==> src/rtl/writeback_queue_pkg.sv <==
// Shared constants for the writeback queue: data width, register index width
// and the hard-wired zero register index.
package writeback_queue_pkg;

  localparam int XLEN      = 32;
  localparam int REG_IDX_W = 5;

  localparam logic [REG_IDX_W-1:0] ZERO_REG = '0;

endpackage

==> src/rtl/wbq_match.sv <==
// Priority matcher: scans the occupied queue entries from oldest to newest and
// returns the newest entry whose destination register equals addr_i.
module wbq_match
  import writeback_queue_pkg::*;
#(
  parameter int DEPTH = 4,
  parameter int XLEN  = writeback_queue_pkg::XLEN
) (
  input  logic [DEPTH-1:0][REG_IDX_W-1:0] entry_rd_i,
  input  logic [DEPTH-1:0][XLEN-1:0]      entry_data_i,
  input  logic [$clog2(DEPTH)-1:0]        head_i,
  input  logic [$clog2(DEPTH):0]          count_i,
  input  logic [REG_IDX_W-1:0]            addr_i,
  output logic                            hit_o,
  output logic [XLEN-1:0]                 data_o
);

  localparam int PTR_W = $clog2(DEPTH);
  localparam int CNT_W = PTR_W + 1;

  // Walk entries in age order so that a later match overrides an earlier one.
  always_comb begin
    // NOTE: combinational logic uses blocking assignments with defaults first,
    // so no latch is inferred and the last assignment in the loop wins.
    hit_o  = 1'b0;
    data_o = '0;
    for (int k = 0; k < DEPTH; k++) begin
      if ((CNT_W'(k) < count_i) && (addr_i != ZERO_REG) &&
          (entry_rd_i[head_i + PTR_W'(k)] == addr_i)) begin
        hit_o  = 1'b1;
        data_o = entry_data_i[head_i + PTR_W'(k)];
      end
    end
  end

endmodule

==> src/rtl/writeback_queue.sv <==
// Writeback queue: buffers register file writes in FIFO order, drains one per
// cycle when the write port is free, and forwards pending data to decode.
module writeback_queue
  import writeback_queue_pkg::*;
#(
  parameter int DEPTH = 4,
  parameter int XLEN  = writeback_queue_pkg::XLEN
) (
  input  logic                     clk,
  input  logic                     rst,
  input  logic                     in_valid,
  output logic                     in_ready,
  input  logic [REG_IDX_W-1:0]     in_rd,
  input  logic [XLEN-1:0]          in_data,
  input  logic                     drain_en,
  output logic                     rf_we,
  output logic [REG_IDX_W-1:0]     rf_a3,
  output logic [XLEN-1:0]          rf_wd,
  input  logic [REG_IDX_W-1:0]     fwd_a1,
  input  logic [REG_IDX_W-1:0]     fwd_a2,
  output logic                     fwd_hit1,
  output logic                     fwd_hit2,
  output logic [XLEN-1:0]          fwd_data1,
  output logic [XLEN-1:0]          fwd_data2,
  output logic [$clog2(DEPTH):0]   count
);

  localparam int PTR_W = $clog2(DEPTH);
  localparam int CNT_W = PTR_W + 1;

  logic [PTR_W-1:0] wr_ptr_q, wr_ptr_d;
  logic [PTR_W-1:0] rd_ptr_q, rd_ptr_d;
  logic [CNT_W-1:0] count_q, count_d;

  logic [DEPTH-1:0][REG_IDX_W-1:0] entry_rd_q;
  logic [DEPTH-1:0][XLEN-1:0]      entry_data_q;

  logic not_empty;
  logic accept;
  logic store;

  // in_ready looks only at the registered count, so a full queue never takes
  // a request in the same cycle it drains.
  assign not_empty = (count_q != '0);
  assign in_ready  = (count_q < CNT_W'(DEPTH));
  assign accept    = in_valid && in_ready;
  assign store     = accept && (in_rd != ZERO_REG);

  assign rf_we = not_empty && drain_en;
  assign rf_a3 = not_empty ? entry_rd_q[rd_ptr_q]   : '0;
  assign rf_wd = not_empty ? entry_data_q[rd_ptr_q] : '0;
  assign count = count_q;

  // Pointer and occupancy next-state; pointers wrap naturally at DEPTH.
  always_comb begin
    wr_ptr_d = store ? wr_ptr_q + PTR_W'(1) : wr_ptr_q;
    rd_ptr_d = rf_we ? rd_ptr_q + PTR_W'(1) : rd_ptr_q;
    count_d  = count_q;
    unique case ({store, rf_we})
      2'b10:   count_d = count_q + CNT_W'(1);
      2'b01:   count_d = count_q - CNT_W'(1);
      default: count_d = count_q;
    endcase
  end

  // Control state: cleared immediately by reset, which drops all entries.
  always_ff @(posedge clk or negedge rst) begin
    // NOTE: sequential state uses non-blocking assignments so every register
    // samples the pre-edge values.
    if (!rst) begin
      wr_ptr_q <= '0;
      rd_ptr_q <= '0;
      count_q  <= '0;
    end else begin
      wr_ptr_q <= wr_ptr_d;
      rd_ptr_q <= rd_ptr_d;
      count_q  <= count_d;
    end
  end

  // Entry storage written at the tail on every stored enqueue.
  always_ff @(posedge clk) begin
    // NOTE: the storage array has no reset; count_q alone decides which
    // entries are live, so stale contents are never observed.
    if (store) begin
      entry_rd_q[wr_ptr_q]   <= in_rd;
      entry_data_q[wr_ptr_q] <= in_data;
    end
  end

  wbq_match #(.DEPTH(DEPTH), .XLEN(XLEN)) u_match1 (
    .entry_rd_i   (entry_rd_q),
    .entry_data_i (entry_data_q),
    .head_i       (rd_ptr_q),
    .count_i      (count_q),
    .addr_i       (fwd_a1),
    .hit_o        (fwd_hit1),
    .data_o       (fwd_data1)
  );

  wbq_match #(.DEPTH(DEPTH), .XLEN(XLEN)) u_match2 (
    .entry_rd_i   (entry_rd_q),
    .entry_data_i (entry_data_q),
    .head_i       (rd_ptr_q),
    .count_i      (count_q),
    .addr_i       (fwd_a2),
    .hit_o        (fwd_hit2),
    .data_o       (fwd_data2)
  );

endmodule

==> config.mk <==
export PLATFORM = sky130hd
export DESIGN_NAME = writeback_queue
export DESIGN_NICKNAME = d
export VERILOG_FILES = /design/src/rtl/writeback_queue_pkg.sv /design/src/rtl/wbq_match.sv /design/src/rtl/writeback_queue.sv
export SDC_FILE = /design/constraint.sdc
export NUM_CORES = 1
export LEC_CHECK = 0
export ABC_CLOCK_PERIOD_IN_PS = 4500
export CORE_MARGIN = 10
export CORE_UTILIZATION = 25
export DETAILED_ROUTE_END_ITERATION = 7
export GPL_TIMING_DRIVEN = 0
export HOLD_SLACK_MARGIN = 0.02
export PLACE_DENSITY = 0.47
export SYNTH_ARGS = -nofsm -noshare
export SYNTH_HDL_FRONTEND = slang
export SYNTH_HIERARCHICAL = 1
export SYNTH_SLANG_ARGS = --single-unit
==> constraint.sdc <==
create_clock -name clk -period 4.5 [get_ports clk]
set_clock_uncertainty 0.2 [all_clocks]
set_input_delay 0.9 -clock clk [delete_from_list [all_inputs] [get_ports clk]]
set_output_delay 0.9 -clock clk [all_outputs]
set_load 0.005 [all_outputs]
==> report_table.html <==
<table>
<tr><th>Metric</th><th>Value</th></tr>
<tr><th colspan="2">Run status</th></tr>
<tr><td>Result of the run</td><td>finished, violations left</td></tr>
<tr><td>Violated checks</td><td>negative setup slack</td></tr>
<tr><th colspan="2">Floorplanning</th></tr>
<tr><td>IO Count</td><td>roughly 160</td></tr>
<tr><td>Area of the die</td><td>~0.070 mm²</td></tr>
<tr><td>Die height</td><td>264 µm</td></tr>
<tr><td>Area of the placeable core</td><td>between 0.05 and 0.06 mm²</td></tr>
<tr><td>Site Rows</td><td>just under 90</td></tr>
<tr><td>X dimension of the die</td><td>264 µm</td></tr>
<tr><td>Starting density of the core</td><td>0.252</td></tr>
<tr><th colspan="2">Layout</th></tr>
<tr><td>Number of nets in the final layout</td><td>roughly 1600</td></tr>
<tr><td>Area of all placed cells without fillers</td><td>~0.021 mm²</td></tr>
<tr><td>Share of post-route cells with drive strength above 1</td><td>0.466</td></tr>
<tr><td>Fillers</td><td>between 5000 and 6000</td></tr>
<tr><td>Most common cell after layout, fill and taps aside</td><td>mux2i_1</td></tr>
<tr><td>Ant diodes</td><td>0</td></tr>
<tr><td>Highest-count cells in the layout ignoring fill and taps</td><td>195 x mux2i_1, 178 x mux2_2, 148 x edfxtp_1</td></tr>
<tr><td>Layout Area Growth over Synthesis</td><td>42.5%</td></tr>
<tr><th colspan="2">Placement</th></tr>
<tr><td>Cell area reported after detailed placement</td><td>between 0.015 and 0.02 mm²</td></tr>
<tr><td>Final GP Congestion</td><td>around 0.9</td></tr>
<tr><td>Half-perimeter wire length after placement</td><td>48100 µm</td></tr>
<tr><td>Setup WS pre-CTS</td><td>-1.17 ns</td></tr>
<tr><td>Number of port buffers</td><td>roughly 150</td></tr>
<tr><th colspan="2">Setup path</th></tr>
<tr><td>Maximum fanout along the worst path</td><td>7</td></tr>
<tr><td>Worst-path cell with the longest stage delay</td><td>edfxtp_1</td></tr>
<tr><td>Worst Path Required</td><td>between 3 and 4 ns</td></tr>
<tr><td>Crit Path Category</td><td>reg2out</td></tr>
<tr><td>Kind of start point of the critical path</td><td>flip-flop</td></tr>
<tr><td>Gate family responsible for the most delay along the worst path</td><td>buffers and inverters</td></tr>
<tr><td>Dominant cell type by count on the critical path</td><td>buf_12</td></tr>
<tr><td>Buffers &amp; Inverters on Critical Path</td><td>5</td></tr>
<tr><td>Crit-path max cell delay</td><td>0.54 ns</td></tr>
<tr><td>Critical path endpoint category</td><td>output port</td></tr>
<tr><td>Worst Path Arrival</td><td>around 3.6 ns</td></tr>
<tr><td>List of cells traversed by the critical path</td><td>buf_6 -&gt; mux4_2 -&gt; xnor2_4 -&gt; o2111ai_2 -&gt; a21oi_4 -&gt; buf_12 -&gt; buf_12 -&gt; buf_12 -&gt; mux2i_1 -&gt; a22oi_1 -&gt; o2bb2ai_2 -&gt; dlygate4sd2_1</td></tr>
<tr><th colspan="2">Synthesis</th></tr>
<tr><td>Number of instances in the synthesized netlist</td><td>around 1300</td></tr>
<tr><td>Net Count, Synth</td><td>roughly 1300</td></tr>
<tr><td>Number of enable flip-flop cells after synthesis</td><td>roughly 150</td></tr>
<tr><td>Dominant synthesized flop cell</td><td>edfxtp_1</td></tr>
<tr><td>Number of library cell types mapped by synthesis</td><td>48</td></tr>
<tr><td>Number of warning messages in the yosys log</td><td>6</td></tr>
<tr><td>Synth async-reset ratio</td><td>0.0452</td></tr>
<tr><td>Sequential share of the synthesized area</td><td>0.311</td></tr>
<tr><td>Average instance area after synthesis</td><td>11.5 µm²</td></tr>
<tr><td>Synthesized cell area</td><td>around 0.015 mm²</td></tr>
<tr><td>Number of flip-flops and latches in the synthesized netlist</td><td>155</td></tr>
<tr><th colspan="2">Timing</th></tr>
<tr><td>Post-route fraction of the period consumed by the critical path</td><td>1.04</td></tr>
<tr><td>Setup WS post-layout</td><td>-0.161 ns</td></tr>
<tr><td>Crit path time final</td><td>between 4 and 5 ns</td></tr>
<tr><td>RSZ-0062 raised after global routing</td><td>yes</td></tr>
<tr><td>Finish-stage setup viols</td><td>57</td></tr>
<tr><td>Final hold vios</td><td>0</td></tr>
<tr><td>Slew at the pin with the worst max-slew slack</td><td>~1.3 ns</td></tr>
<tr><td>Pins Over Slew Limit</td><td>0</td></tr>
<tr><td>Headroom to the max-slew limit</td><td>0.102</td></tr>
<tr><td>Final-layout setup total negative slack</td><td>-3.18 ns</td></tr>
<tr><td>Peak Freq</td><td>between 200 and 250 MHz</td></tr>
<tr><th colspan="2">Global routing</th></tr>
<tr><td>Overflow left after global routing</td><td>0</td></tr>
<tr><td>Largest net degree at the start of global routing</td><td>38</td></tr>
<tr><td>Initial antenna violation count</td><td>0</td></tr>
<tr><td>First-pass GRT wire length</td><td>103000 µm</td></tr>
<tr><td>Overall fraction of global-route tracks in use</td><td>0.200</td></tr>
<tr><td>Via count of the first global-routing pass</td><td>14100</td></tr>
<tr><th colspan="2">Routing</th></tr>
<tr><td>ANT nets after route</td><td>0</td></tr>
<tr><td>First drt pass iteration count</td><td>8</td></tr>
<tr><td>Total via count after detailed routing</td><td>roughly 14000</td></tr>
<tr><td>Vias per cell</td><td>5.86</td></tr>
<tr><td>Detail-routed net length per standard cell</td><td>between 30 and 40 µm</td></tr>
<tr><td>Total DRC errors in the routed layout</td><td>0</td></tr>
<tr><td>Violation count after the first detailed-routing iteration</td><td>1400</td></tr>
<tr><td>Total wire length after detailed routing</td><td>between 70000 and 80000 µm</td></tr>
<tr><th colspan="2">Clock network</th></tr>
<tr><td>Root buf cell</td><td>clkbuf_16</td></tr>
<tr><td>Clock tree sinks</td><td>between 150 and 200</td></tr>
<tr><td>Clock buffers created by TritonCTS</td><td>17</td></tr>
<tr><td>H-Tree Level Count</td><td>4</td></tr>
<tr><td>Skew-Pair Late Insertion Delay</td><td>between 0.4 and 0.5 ns</td></tr>
<tr><td>Clock tree from TritonCTS</td><td>yes</td></tr>
<tr><td>Clock input transition at the sequential cells of the worst setup and hold paths</td><td>0.07 ns</td></tr>
<tr><td>Hold-fix buffers, CTS</td><td>0</td></tr>
<tr><td>Largest buffer count on any clock path</td><td>2</td></tr>
<tr><th colspan="2">Power</th></tr>
<tr><td>Static power due to leakage</td><td>between 7 and 8 nW</td></tr>
<tr><td>Worst ir drop on vdd</td><td>between 0.3 and 0.4 mV</td></tr>
<tr><td>Pwr Density</td><td>between 700 and 800 mW/mm²</td></tr>
<tr><td>Final total power</td><td>approximately 15 mW</td></tr>
<tr><th colspan="2">Flow run</th></tr>
<tr><td>Max-cap viol count</td><td>0</td></tr>
<tr><th colspan="2">Hold path</th></tr>
<tr><td>Hold Path Class</td><td>reg2reg</td></tr>
</table>
==> path summary, 6_finish.rpt <==
| check | from | to | slack [ns] | cells past startpoint |
|---|---|---|---|---|
| min | wr_ptr_q[1]$_DFFE_PN0P_ | wr_ptr_q[1]$_DFFE_PN0P_ | 0.40 | 1 |
| max reg2reg | count[2]$_DFFE_PN0P_ | entry_data_q[109]$_DFFE_PP_ | 1.79 | 3 |
| min reg2reg | wr_ptr_q[1]$_DFFE_PN0P_ | wr_ptr_q[1]$_DFFE_PN0P_ | 0.40 | 1 |
| min in group asynchronous | rst | count[2]$_DFFE_PN0P_ | 0.48 | 1 |
| max | entry_rd_q[9]$_DFFE_PP_ | fwd_data2[19] | -0.16 | 12 |
| max in group asynchronous | rst | rd_ptr_q[0]$_DFFE_PN0P_ | 3.36 | 1 |
==> sequential cells by signal, summed over array words and instances (netlist names) <==
| name | cells |
|---|---|
| count | 3 |
| entry_data_q | 128 |
| entry_rd_q | 20 |
| rd_ptr_q | 2 |
| wr_ptr_q | 2 |
==> power by group <==
group          internal (mW)  switching (mW)  total (mW)
registers               1.83           0.287        2.12
logic                   5.72            6.16        11.9
clock network          0.812           0.648        1.46
==> area by class of cell <==
class	count	area [µm²]	share of cell area
clock inverters	14	149	0.00703
clock buffers	17	425	0.0201
well taps	773	967	0.0457
repair buffers	279	2680	0.127
inverters	13	51.3	0.00242
multi-input cells	991	11000	0.520
plain buffers	129	1260	0.0596
flip-flops and latches	155	4620	0.218
==> through the flow <==
step                hold slack [ns]   util  std cells
floorplan                     0.335      -       1292
detailed placement            0.366  0.294       2213
global placement              0.357  0.294       2213
global route                  0.427  0.359       2371
finish                        0.395  0.359       2371
CTS                           0.387  0.346       2344
==> routing by layer <==
layer / wire (µm) / vias up / track usage / share of wire
li1: - / 5828 / - / -
met4: 3550 / 0 / 0.0942 / 0.048
met5: 0 / - / 0 / 0
met1: 30200 / 7136 / 0.254 / 0.41
met2: 33800 / 762 / 0.322 / 0.46
met3: 5960 / 169 / 0.0372 / 0.081
==> logic make-up after synthesis <==
group | synth area share
fa+ha+maj | 0.00556
xor+xnor | 0.0332
compound gates | 0.181
flops | 0.311
simple gates | 0.0504
buf+inv | 0.0495
mux | 0.369
==> timing repair <==
action                                  4_1_cts  5_1_grt
cloned                                       11        3
buffers inserted                             92       30
pin swaps                                    80       51
endpoints found under the hold margin         0        0
endpoints found under the setup margin       85       66
resized for setup                           622      150
==> worst reg2reg max path, stage by stage (launching register included) <==
cell and delay (ns):
dfrtp_1 0.54, inv_1 0.20, o311a_4 0.25, and2_2 0.98
==> cells in the mapped netlist, types with 4 or more instances <==
cell	instances	share of area
mux2i_1	211	0.14
mux2_2	192	0.15
edfxtp_1	148	0.30
a221o_1	82	0.055
clkbuf_1	81	0.020
a21oi_1	76	0.026
o2bb2ai_1	62	0.037
mux4_2	53	0.080
o21ai_0	42	0.014
and2_1	40	0.017
xnor2_1	34	0.020
or2_2	32	0.013
a22oi_1	28	0.014
buf_2	21	0.0071
nor2_1	21	0.0053
buf_6	18	0.014
a2bb2oi_1	16	0.0094
a41o_1	16	0.011
xor2_1	16	0.0094
inv_1	11	0.0028
buf_1	8	0.0020
or3_1	8	0.0034
dfrtp_1	7	0.012
buf_4	6	0.0030
nand2_1	6	0.0015
o2111ai_1	6	0.0035
ha_1	5	0.0042
nand3_1	5	0.0017
and2_2	4	0.0020
nor3_1	4	0.0013
(Power assumes the default switching activity.)
